--- src/rtl/usb_time_report_pkg.sv ---
// Shared types for the DCF77 time-report IN endpoint.
// USB_REPORT_DATE_EN selects the long report (time plus date, 8 bytes).
// Without it, the report carries only status and time (4 bytes).
package usb_time_report_pkg;

    // One BCD digit; clock fields are bcd_t [1:0] = {tens, ones}
    typedef logic [3:0] bcd_t;

    typedef enum logic [1:0] {
        IDLE,
        SNAP,
        SEND
    } usb_report_state_e;

`ifdef USB_REPORT_DATE_EN
    localparam int USB_REPORT_LEN = 8;
`else
    localparam int USB_REPORT_LEN = 4;
`endif

    // Snapshot of everything the report carries; frozen for the life of a packet
    typedef struct packed {
        logic       sync;
        logic       error;
        bcd_t [1:0] hour;
        bcd_t [1:0] minute;
        bcd_t [1:0] second;
`ifdef USB_REPORT_DATE_EN
        bcd_t [1:0] year;
        bcd_t [1:0] month;
        bcd_t [1:0] day;
        logic [2:0] day_of_week;
`endif
    } usb_report_t;

endpackage

--- src/rtl/usb_time_report_if.sv ---
// SIE <-> endpoint handshake for one IN endpoint slot.
// master: the endpoint (drives report bytes); slave: the SIE.
interface usb_time_report_if;

    logic       in_token;
    logic       in_ack;
    logic [7:0] endpi_data;
    logic       endpi_valid;
    logic       endpi_crc16;
    logic       endpi_ready;

    modport master (
        input  in_token, in_ack, endpi_ready,
        output endpi_data, endpi_valid, endpi_crc16
    );

    modport slave (
        output in_token, in_ack, endpi_ready,
        input  endpi_data, endpi_valid, endpi_crc16
    );

endinterface

--- src/rtl/usb_time_report.sv ---
// IN-endpoint controller: snapshots the DCF77 clock on an IN token and
// streams a fixed-length report to the SIE, retransmitting the same
// snapshot until the host ACKs it.
// USB_REPORT_DATE_EN: when defined, the report includes the date (8 bytes).
module usb_time_report
    import usb_time_report_pkg::*;
#(
    parameter int ENDP_NUM = 1
) (
    input  logic              clk,
    input  logic              rst,
    input  logic              usb_reset,
    usb_time_report_if.master ep,
    input  bcd_t [1:0]        year,
    input  bcd_t [1:0]        month,
    input  bcd_t [1:0]        day,
    input  bcd_t [1:0]        hour,
    input  bcd_t [1:0]        minute,
    input  bcd_t [1:0]        second,
    input  logic [2:0]        day_of_week,
    input  logic              dcf77_sync,
    input  logic              dcf77_error
);

    localparam logic [2:0] LAST_IDX = 3'(USB_REPORT_LEN - 1);

    usb_report_state_e state_reg;
    usb_report_t       snap_reg;
    usb_report_t       live;
    logic [2:0]        idx_reg;
    logic [3:0]        seq_reg;
    logic              pending_reg;
    logic              ack_flag_reg;
    logic [7:0]        data_reg;
    logic              valid_reg;
    logic              crc16_reg;

    // ENDP_NUM is informational only; date inputs are dead in the short report
`ifdef USB_REPORT_DATE_EN
    logic unused_cfg;
    assign unused_cfg = ^{32'(ENDP_NUM)};
`else
    logic unused_cfg;
    assign unused_cfg = ^{year, month, day, day_of_week, 32'(ENDP_NUM)};
`endif

    // Current clock and receiver status, in snapshot layout
    always_comb begin
        live        = '0;
        live.sync   = dcf77_sync;
        live.error  = dcf77_error;
        live.hour   = hour;
        live.minute = minute;
        live.second = second;
`ifdef USB_REPORT_DATE_EN
        live.year        = year;
        live.month       = month;
        live.day         = day;
        live.day_of_week = day_of_week;
`endif
    end

    // Report byte at position i; seq is stable while a snapshot is pending
    function automatic logic [7:0] report_byte(input usb_report_t r,
                                               input logic [3:0] s,
                                               input logic [2:0] i);
        logic [7:0] b;
        b = 8'h00;
        case (i)
            3'd0: b = {r.sync, r.error, 2'b00, s};
            3'd1: b = r.hour;
            3'd2: b = r.minute;
            3'd3: b = r.second;
`ifdef USB_REPORT_DATE_EN
            3'd4: b = r.year;
            3'd5: b = r.month;
            3'd6: b = r.day;
            3'd7: b = {5'b00000, r.day_of_week};
`endif
            default: b = 8'h00;
        endcase
        return b;
    endfunction

    // Endpoint FSM with registered handshake outputs
    always_ff @(posedge clk or negedge rst) begin
        if (!rst) begin
            state_reg    <= IDLE;
            snap_reg     <= '0;
            idx_reg      <= '0;
            seq_reg      <= '0;
            pending_reg  <= 1'b0;
            ack_flag_reg <= 1'b0;
            data_reg     <= '0;
            valid_reg    <= 1'b0;
            crc16_reg    <= 1'b0;
        end else if (usb_reset) begin
            state_reg    <= IDLE;
            idx_reg      <= '0;
            seq_reg      <= '0;
            pending_reg  <= 1'b0;
            ack_flag_reg <= 1'b0;
            data_reg     <= '0;
            valid_reg    <= 1'b0;
            crc16_reg    <= 1'b0;
        end else begin
            case (state_reg)
                IDLE: begin
                    valid_reg <= 1'b0;
                    crc16_reg <= 1'b0;
                    // An ack (fresh or held from the last packet) retires the snapshot
                    // before any same-cycle token reaches SNAP.
                    if ((ep.in_ack || ack_flag_reg) && pending_reg) begin
                        pending_reg <= 1'b0;
                        seq_reg     <= seq_reg + 4'd1;
                    end
                    ack_flag_reg <= 1'b0;
                    if (ep.in_token) begin
                        state_reg <= SNAP;
                    end
                end
                SNAP: begin
                    if (ep.in_ack) begin
                        ack_flag_reg <= 1'b1;
                    end
                    if (!pending_reg) begin
                        snap_reg    <= live;
                        pending_reg <= 1'b1;
                    end
                    idx_reg   <= '0;
                    state_reg <= SEND;
                end
                SEND: begin
                    if (ep.in_ack) begin
                        ack_flag_reg <= 1'b1;
                    end
                    if (!valid_reg) begin
                        // First beat: snapshot settled during SNAP, load byte 0
                        valid_reg <= 1'b1;
                        data_reg  <= report_byte(snap_reg, seq_reg, idx_reg);
                        crc16_reg <= (idx_reg == LAST_IDX);
                    end else if (ep.endpi_ready) begin
                        if (idx_reg == LAST_IDX) begin
                            valid_reg <= 1'b0;
                            crc16_reg <= 1'b0;
                            data_reg  <= '0;
                            idx_reg   <= '0;
                            state_reg <= IDLE;
                        end else begin
                            idx_reg   <= idx_reg + 3'd1;
                            data_reg  <= report_byte(snap_reg, seq_reg, idx_reg + 3'd1);
                            crc16_reg <= ((idx_reg + 3'd1) == LAST_IDX);
                        end
                    end
                end
                default: begin
                    state_reg <= IDLE;
                end
            endcase
        end
    end

    assign ep.endpi_data  = data_reg;
    assign ep.endpi_valid = valid_reg;
    assign ep.endpi_crc16 = crc16_reg;

endmodule

--- src/flat_wrapper.sv ---
// flat-port wrapper written by rule: the top's interface ports become plain ports
module usb_time_report_flat import usb_time_report_pkg::*;
#(
    parameter int ENDP_NUM = 1
)
  (clk, rst, usb_reset, year, month, day, hour, minute, second, day_of_week, dcf77_sync, dcf77_error, ep_in_token, ep_in_ack, ep_endpi_ready, ep_endpi_data, ep_endpi_valid, ep_endpi_crc16);
  usb_time_report_if ep_i ();
  input  logic clk;
  input  logic rst;
  input  logic usb_reset;
  input  bcd_t [1:0] year;
  input  bcd_t [1:0] month;
  input  bcd_t [1:0] day;
  input  bcd_t [1:0] hour;
  input  bcd_t [1:0] minute;
  input  bcd_t [1:0] second;
  input  logic [2:0] day_of_week;
  input  logic dcf77_sync;
  input  logic dcf77_error;
  input wire logic [$bits(ep_i.in_token)-1:0] ep_in_token;
  input wire logic [$bits(ep_i.in_ack)-1:0] ep_in_ack;
  input wire logic [$bits(ep_i.endpi_ready)-1:0] ep_endpi_ready;
  output wire logic [$bits(ep_i.endpi_data)-1:0] ep_endpi_data;
  output wire logic [$bits(ep_i.endpi_valid)-1:0] ep_endpi_valid;
  output wire logic [$bits(ep_i.endpi_crc16)-1:0] ep_endpi_crc16;
  assign ep_i.in_token = ep_in_token;
  assign ep_i.in_ack = ep_in_ack;
  assign ep_i.endpi_ready = ep_endpi_ready;
  assign ep_endpi_data = ep_i.endpi_data;
  assign ep_endpi_valid = ep_i.endpi_valid;
  assign ep_endpi_crc16 = ep_i.endpi_crc16;
  usb_time_report #(.ENDP_NUM(ENDP_NUM)) u_core (.clk(clk), .rst(rst), .usb_reset(usb_reset), .ep(ep_i), .year(year), .month(month), .day(day), .hour(hour), .minute(minute), .second(second), .day_of_week(day_of_week), .dcf77_sync(dcf77_sync), .dcf77_error(dcf77_error));
endmodule
--- config.mk ---
export PLATFORM = sky130hd
export DESIGN_NAME = usb_time_report_flat
export DESIGN_NICKNAME = d
export VERILOG_FILES = /design/src/rtl/usb_time_report_pkg.sv /design/src/rtl/usb_time_report_if.sv /design/src/rtl/usb_time_report.sv /design/src/flat_wrapper.sv
export SDC_FILE = /design/constraint.sdc
export NUM_CORES = 1
export LEC_CHECK = 0
export BUFFER_PORTS_ARGS = -buffer_cell sky130_fd_sc_hd__buf_4
export CELL_PAD_IN_SITES_DETAIL_PLACEMENT = 1
export CELL_PAD_IN_SITES_GLOBAL_PLACEMENT = 1
export CORE_MARGIN = 5
export CORE_UTILIZATION = 40
export CTS_CLUSTER_SIZE = 8
export DETAILED_ROUTE_END_ITERATION = 7
export PLACE_DENSITY = 0.76
export SLEW_MARGIN = 15
export SYNTH_ARGS = -nofsm -noshare
export SYNTH_HDL_FRONTEND = slang
export SYNTH_SLANG_ARGS = --single-unit
export TNS_END_PERCENT = 20
--- constraint.sdc ---
create_clock -name clk -period 3 [get_ports clk]
set_clock_uncertainty 0.2 [all_clocks]
set_input_delay 0.3 -clock clk [delete_from_list [all_inputs] [get_ports clk]]
set_output_delay 0.3 -clock clk [all_outputs]
set_load 0.05 [all_outputs]
# Word-level counts from Yosys, hierarchy flattened

Cells that the tools add are included.

Register bits after elaboration: 47
Word-level logic and storage cells: 94

Add/sub/neg operators: 2
Equality and inequality tests: 16
Mux-type cells: 37
Bitwise operators: 2
Reductions and logical operators: 21

Operator list:

| cell                                           | number |
|---|---|
| one-hot mux 8 bit (4 select lines)             | 2 |
| two-way mux 8 bit                              | 5 |
| == test 3 x 2 -> 1 bit (second input constant) | 4 |
| two-way mux 1 bit                              | 12 |
| two-way mux 3 bit                              | 4 |
| two-way mux 4 bit                              | 3 |
| nonzero test 3 bit                             | 4 |
| two-way mux 2 bit                              | 5 |
| AND reduction 2 bit                            | 5 |
| != test 3 x 2 -> 1 bit (second input constant) | 3 |
| != test 3 bit (second input constant)          | 3 |
| one-hot mux 1 bit (2 select lines)             | 4 |
| == test 3 x 1 -> 1 bit (second input constant) | 2 |
| logical NOT 3 bit                              | 2 |
| one-hot mux 2 bit (3 select lines)             | 1 |
| one-hot mux 3 bit (2 select lines)             | 1 |
| AND reduction 3 bit                            | 2 |
| nonzero test 2 bit                             | 3 |
| adder 4 x 1 -> 4 bit (second input constant)   | 1 |
| != test 4 bit (second input constant)          | 1 |
| AND reduction 4 bit                            | 1 |
| adder 3 x 1 -> 3 bit (second input constant)   | 1 |
| != test 3 x 1 -> 1 bit (second input constant) | 1 |
| == test 2 x 1 -> 1 bit (second input constant) | 1 |
| 6 further kinds                                | 7 |

# Longest topological paths before layout

Depth after elaboration: 8
Depth in mapped cells: 8
Mapped depth without buffers: 7

# Worst setup path before layout

OpenSTA, ideal clock, no wires.

Kind: reg-to-reg
Start point: register u_core.idx_reg[0]
End point: register u_core.data_reg[5], in the netlist u_core.ep.endpi_data[5]
Setup time: 65 ps
Arrival: 1,817 ps
Data required time: 2,735 ps
Setup slack: 918 ps
Cell stages (with the launch flop): 9
Period minus slack after synthesis: 2,082 ps
Cells stage by stage: dfrtp_1 ha_1 inv_1 ha_1 nand3_1 or4_1 buf_2 o22ai_1 a21o_1

Word-level cells in the longest chain between the ends: 8

Ends and longest elaborated chain:

| what                                                 | line                   | source |
|---|---|---|
| from (decl)                                          | usb_time_report.sv:30  | `logic [2:0] idx_reg;` |
| from (signal assigned)                               | usb_time_report.sv:150 | `idx_reg <= idx_reg + 3'd1;` |
| adder 3 x 1 -> 3 bit                                 | usb_time_report.sv:151 | `data_reg <= report_byte(snap_reg, seq_reg, idx_reg + 3'd1);` |
| == test 3 x 2 -> 1 bit, or another cell as far along | usb_time_report.sv:69  | `case (i)` |
| one-hot mux 8 bit (4 select lines)                   | usb_time_report.sv:69  |  |
| two-way mux 8 bit                                    | usb_time_report.sv:143 | `if (idx_reg == LAST_IDX) begin` |
| two-way mux 8 bit                                    | usb_time_report.sv:142 | `end else if (ep.endpi_ready) begin` |
| two-way mux 8 bit (*)                                | usb_time_report.sv:137 | `if (!valid_reg) begin` |
| two-way mux 8 bit (*)                                | usb_time_report.sv:107 | `case (state_reg)` |
| two-way mux 8 bit (*)                                | usb_time_report.sv:97  | `end else if (usb_reset) begin` |
| to (signal assigned)                                 | usb_time_report.sv:140 | `data_reg <= report_byte(snap_reg, seq_reg, idx_reg);` |
| to (signal assigned)                                 | usb_time_report.sv:151 |  |
| to (decl)                                            | usb_time_report.sv:34  | `logic [7:0] data_reg;` |

Every way passes the cells marked *; elsewhere a longest branch is shown, timed or not. The select of a mux whose other input is x is not followed.
A chain may end at the register's enable or synchronous reset.

# Worst setup path after layout

Start point: register u_core.idx_reg[0]
End point: register u_core.data_reg[2], in the netlist u_core.ep.endpi_data[2]

The elaborated chain is that of the path after synthesis.

==> impl_metrics.env <==
export IMPL_status="complete, no violations"
export IMPL_largest_reg_flops=26
export IMPL_wl_mm=6.12
export IMPL_whs_ps=17.2
export IMPL_drc=0
export IMPL_combinationalPowerShare_pct=21.0
export IMPL_ioPinCount=69
export IMPL_die_w_um=87.2
export IMPL_synthCells=207
export IMPL_path_clk_slew_ps=100
export IMPL_fin_setup_tns_ps=0
export IMPL_vias_per_cell=5.71
export IMPL_first_pass_iters=4
export IMPL_cts_made_buffers=5
export IMPL_cts_tree="yes"
export IMPL_syn_area_mm2=0.00239
export IMPL_fin_nets=325
export IMPL_nFillCells=643
export IMPL_p_int_mw=1.33
export IMPL_yosys_warnings=0
export IMPL_start_util_pct=40.8
export IMPL_power_density_mw_per_mm2=639
export IMPL_period_needed_ps=2360
export IMPL_die_h_um=87.2
export IMPL_cts_setup_buffers=0
export IMPL_routedWlPerCell_um=18.5
export IMPL_p_total_mw=1.88
export IMPL_syn_mean_instance_area_um2=11.5
export IMPL_endpoint_kind="register"
export IMPL_path_delay_family="simple AND/OR/NAND/NOR gates"
export IMPL_path_common_cell="ha_1"
export IMPL_critPathSlowestCell="or4_1"
export IMPL_power_frac_clock_pct=26.9
export IMPL_max_freq_ghz=0.425
export IMPL_max_slew_margin_rel_pct=49.1
export IMPL_synth_top_area_share_pct=49.3
export IMPL_switchingPower_uw=556
export IMPL_regArea_mm2=0.00118
export IMPL_seqPwrFrac_pct=52.1
export IMPL_ir_drop_v=0.000259
export IMPL_hp_class="in2reg"
export IMPL_gp_congestion=0.726
export IMPL_drv_cap=0
export IMPL_cp_arrival_ps=2410
export IMPL_ys_seq_area_share_pct=49.3
export IMPL_synth_seq_cells=47
export IMPL_swShare_pct=29.6
export IMPL_finalCritPeriodShare_pct=78.5
export IMPL_path_class="reg2reg"
export IMPL_drt_iter0_drc=93
export IMPL_grt_first_pass_wirelength_mm=10.1
export IMPL_synth_area_leader_cell="dfrtp_1"
export IMPL_cts_max_level=2
export IMPL_crit_required_ps=3060
export IMPL_cts_root_buf="clkbuf_8"
export IMPL_fp_coreArea_mm2=0.00585
export IMPL_antenna_found_initial=0
export IMPL_io_buffers=41
export IMPL_grt_usage_pct=17.2
export IMPL_cts_max_path_buffers=2
export IMPL_diodes=0
export IMPL_grt_overflow_total=0
export IMPL_cts_resized=0
export IMPL_multi_input_area_mm2=0.00114
export IMPL_crit_buf_inv=1
export IMPL_placed_area_mm2=0.00279
export IMPL_die_area_mm2=0.00761
export IMPL_syn2layout_area_growth_pct=23.4
export IMPL_clkSinkCount=47
export IMPL_final_hold_viol_count=0
export IMPL_place_inst=319
export IMPL_synth_edff_count=0
export IMPL_ys_async_sr_fraction_pct=100
export IMPL_final_area_mm2=0.00295
export IMPL_rsz0062_at_grt="no"
export IMPL_slew_viol_final=0
export IMPL_cpPeakStageDelay_ps=690
export IMPL_rows=28
export IMPL_clk_latency_ps=300
export IMPL_first_global_vias=2014
export IMPL_synth_cell_types=41
export IMPL_fin_cells=330
export IMPL_worst_pin_slew_ps=758
export IMPL_route_vias_total=1883
export IMPL_grt_max_degree=48
export IMPL_ant_nets=0
export IMPL_synth_area_top_cells="dfrtp_1 49%, mux2_2 12%, ha_1 6.3%"
export IMPL_crit_fanout=8
export IMPL_cp_start_kind="register"
export IMPL_synth_nets=278
export IMPL_synth_top_cells_by_count="47 x dfrtp_1, 26 x mux2_2, 16 x a21oi_1, 16 x a22oi_1, 12 x ha_1"
export IMPL_leakage_nw=1.34
export IMPL_hpwl_mm=4.27
export IMPL_synthFlopType="dfrtp_1"
export IMPL_synthMostInstantiatedCell="dfrtp_1"
export IMPL_setup_viol=0
export IMPL_path_cells="ha_1 > inv_1 > ha_1 > nand3_1 > or4_1 > a21oi_1 > a211o_1"
export IMPL_layout_drive_gt1_share_pct=32.2
worst paths after layout:
| path | cells after the start | slack, ps | end | start |
|---|---|---|---|---|
| worst min-delay path | 2 | 20 | u_core.snap_reg[20] | hour[4] |
| worst max-delay path | 7 | 640 | u_core.ep.endpi_data[2] | u_core.idx_reg[0] |
| worst min register to register | 1 | 300 | u_core.ep.endpi_data[5] | u_core.ep.endpi_data[5] |
| min in group asynchronous | 2 | 350 | u_core.ep.endpi_crc16 | rst |
| worst max register to register | 7 | 640 | u_core.ep.endpi_data[2] | u_core.idx_reg[0] |
| max in group asynchronous | 2 | 1850 | u_core.snap_reg[0] | rst |
worst reg2reg max path, delay by kind of cell (launching register included):
family	cells	cell delay, ps
buffers and inverters	1	60
AOI/OAI and AO/OA	2	350
adders and majority gates	2	480
and+or+nand+nor	2	770
DFF	1	460
routing by layer:
metal  GRT usage (%)  wire [um]  vias up
met5               0          0        -
met4            5.86         55        0
met3            3.88        349        2
met2            28.6       3030       47
met1            21.9       2680      958
li1                -          -      876
per-stage QoR:
stage | worst slack [ps] | utilization, %
6_report | 645 | 50.3
5_1_grt | 492 | 50.3
4_1_cts | 654 | 50.0
3_5_place_dp | 677 | 47.8
3_3_place_gp | 691 | 47.8
2_1_floorplan | 918 | -
area by class of cell:
| type | count | area share, % |
|---|---|---|
| Clock buffer | 6 | 2.80 |
| Inverter | 8 | 1.02 |
| Multi-Input combinational cell | 142 | 38.7 |
| Sequential cell | 47 | 39.9 |
| Tap cell | 75 | 3.19 |
| Clock inverter | 2 | 1.32 |
| Timing Repair Buffer | 50 | 13.0 |
kinds of logic (layout without fill, tap and decap cells):
logic type / Yosys count / in the layout / synth area share, %
AOI/OAI and AO/OA: 63 / 63 / 18.8
adders and majority gates: 12 / 12 / 6.29
xor gates and xnor gates: 3 / 3 / 1.10
and+or+nand+nor: 37 / 37 / 8.65
muxes: 27 / 27 / 12.7
buffers and inverters: 18 / 66 / 3.15
DFF: 47 / 47 / 49.3
cell usage in the layout (no fill, tap or decap), types with 3 or more instances in the layout:
cell type / Yosys / final
buf_4: 1 / 47
dfrtp_1: 47 / 47
mux2_2: 26 / 26
a21oi_1: 16 / 16
a22oi_1: 16 / 16
ha_1: 12 / 12
nand2_1: 10 / 10
inv_1: 8 / 8
o21ai_0: 6 / 6
clkbuf_8: 0 / 6
a222oi_1: 5 / 5
a211o_1: 5 / 5
nand3_1: 4 / 4
nand2b_1: 4 / 4
nor2b_1: 4 / 4
nor2_1: 4 / 4
a221oi_1: 3 / 3
dlygate4sd3_1: 0 / 3
power by group through the flow:
stage	sequential, mW	combinational [mW]	clock [mW]
2_1_floorplan	0.943	0.280	0
3_3_place_gp	0.976	0.377	0
3_5_place_dp	0.993	0.398	0
4_1_cts	0.979	0.401	0.519
5_1_grt	0.999	0.437	0.551
6_report	0.980	0.396	0.505
what timing repair did:
action                                  CTS  global route
hold endpoints to repair                 47             2
endpoints found under the setup margin    0             0
hold buffers                              1             2
Note: power is estimated with default switching activity, not from simulation.
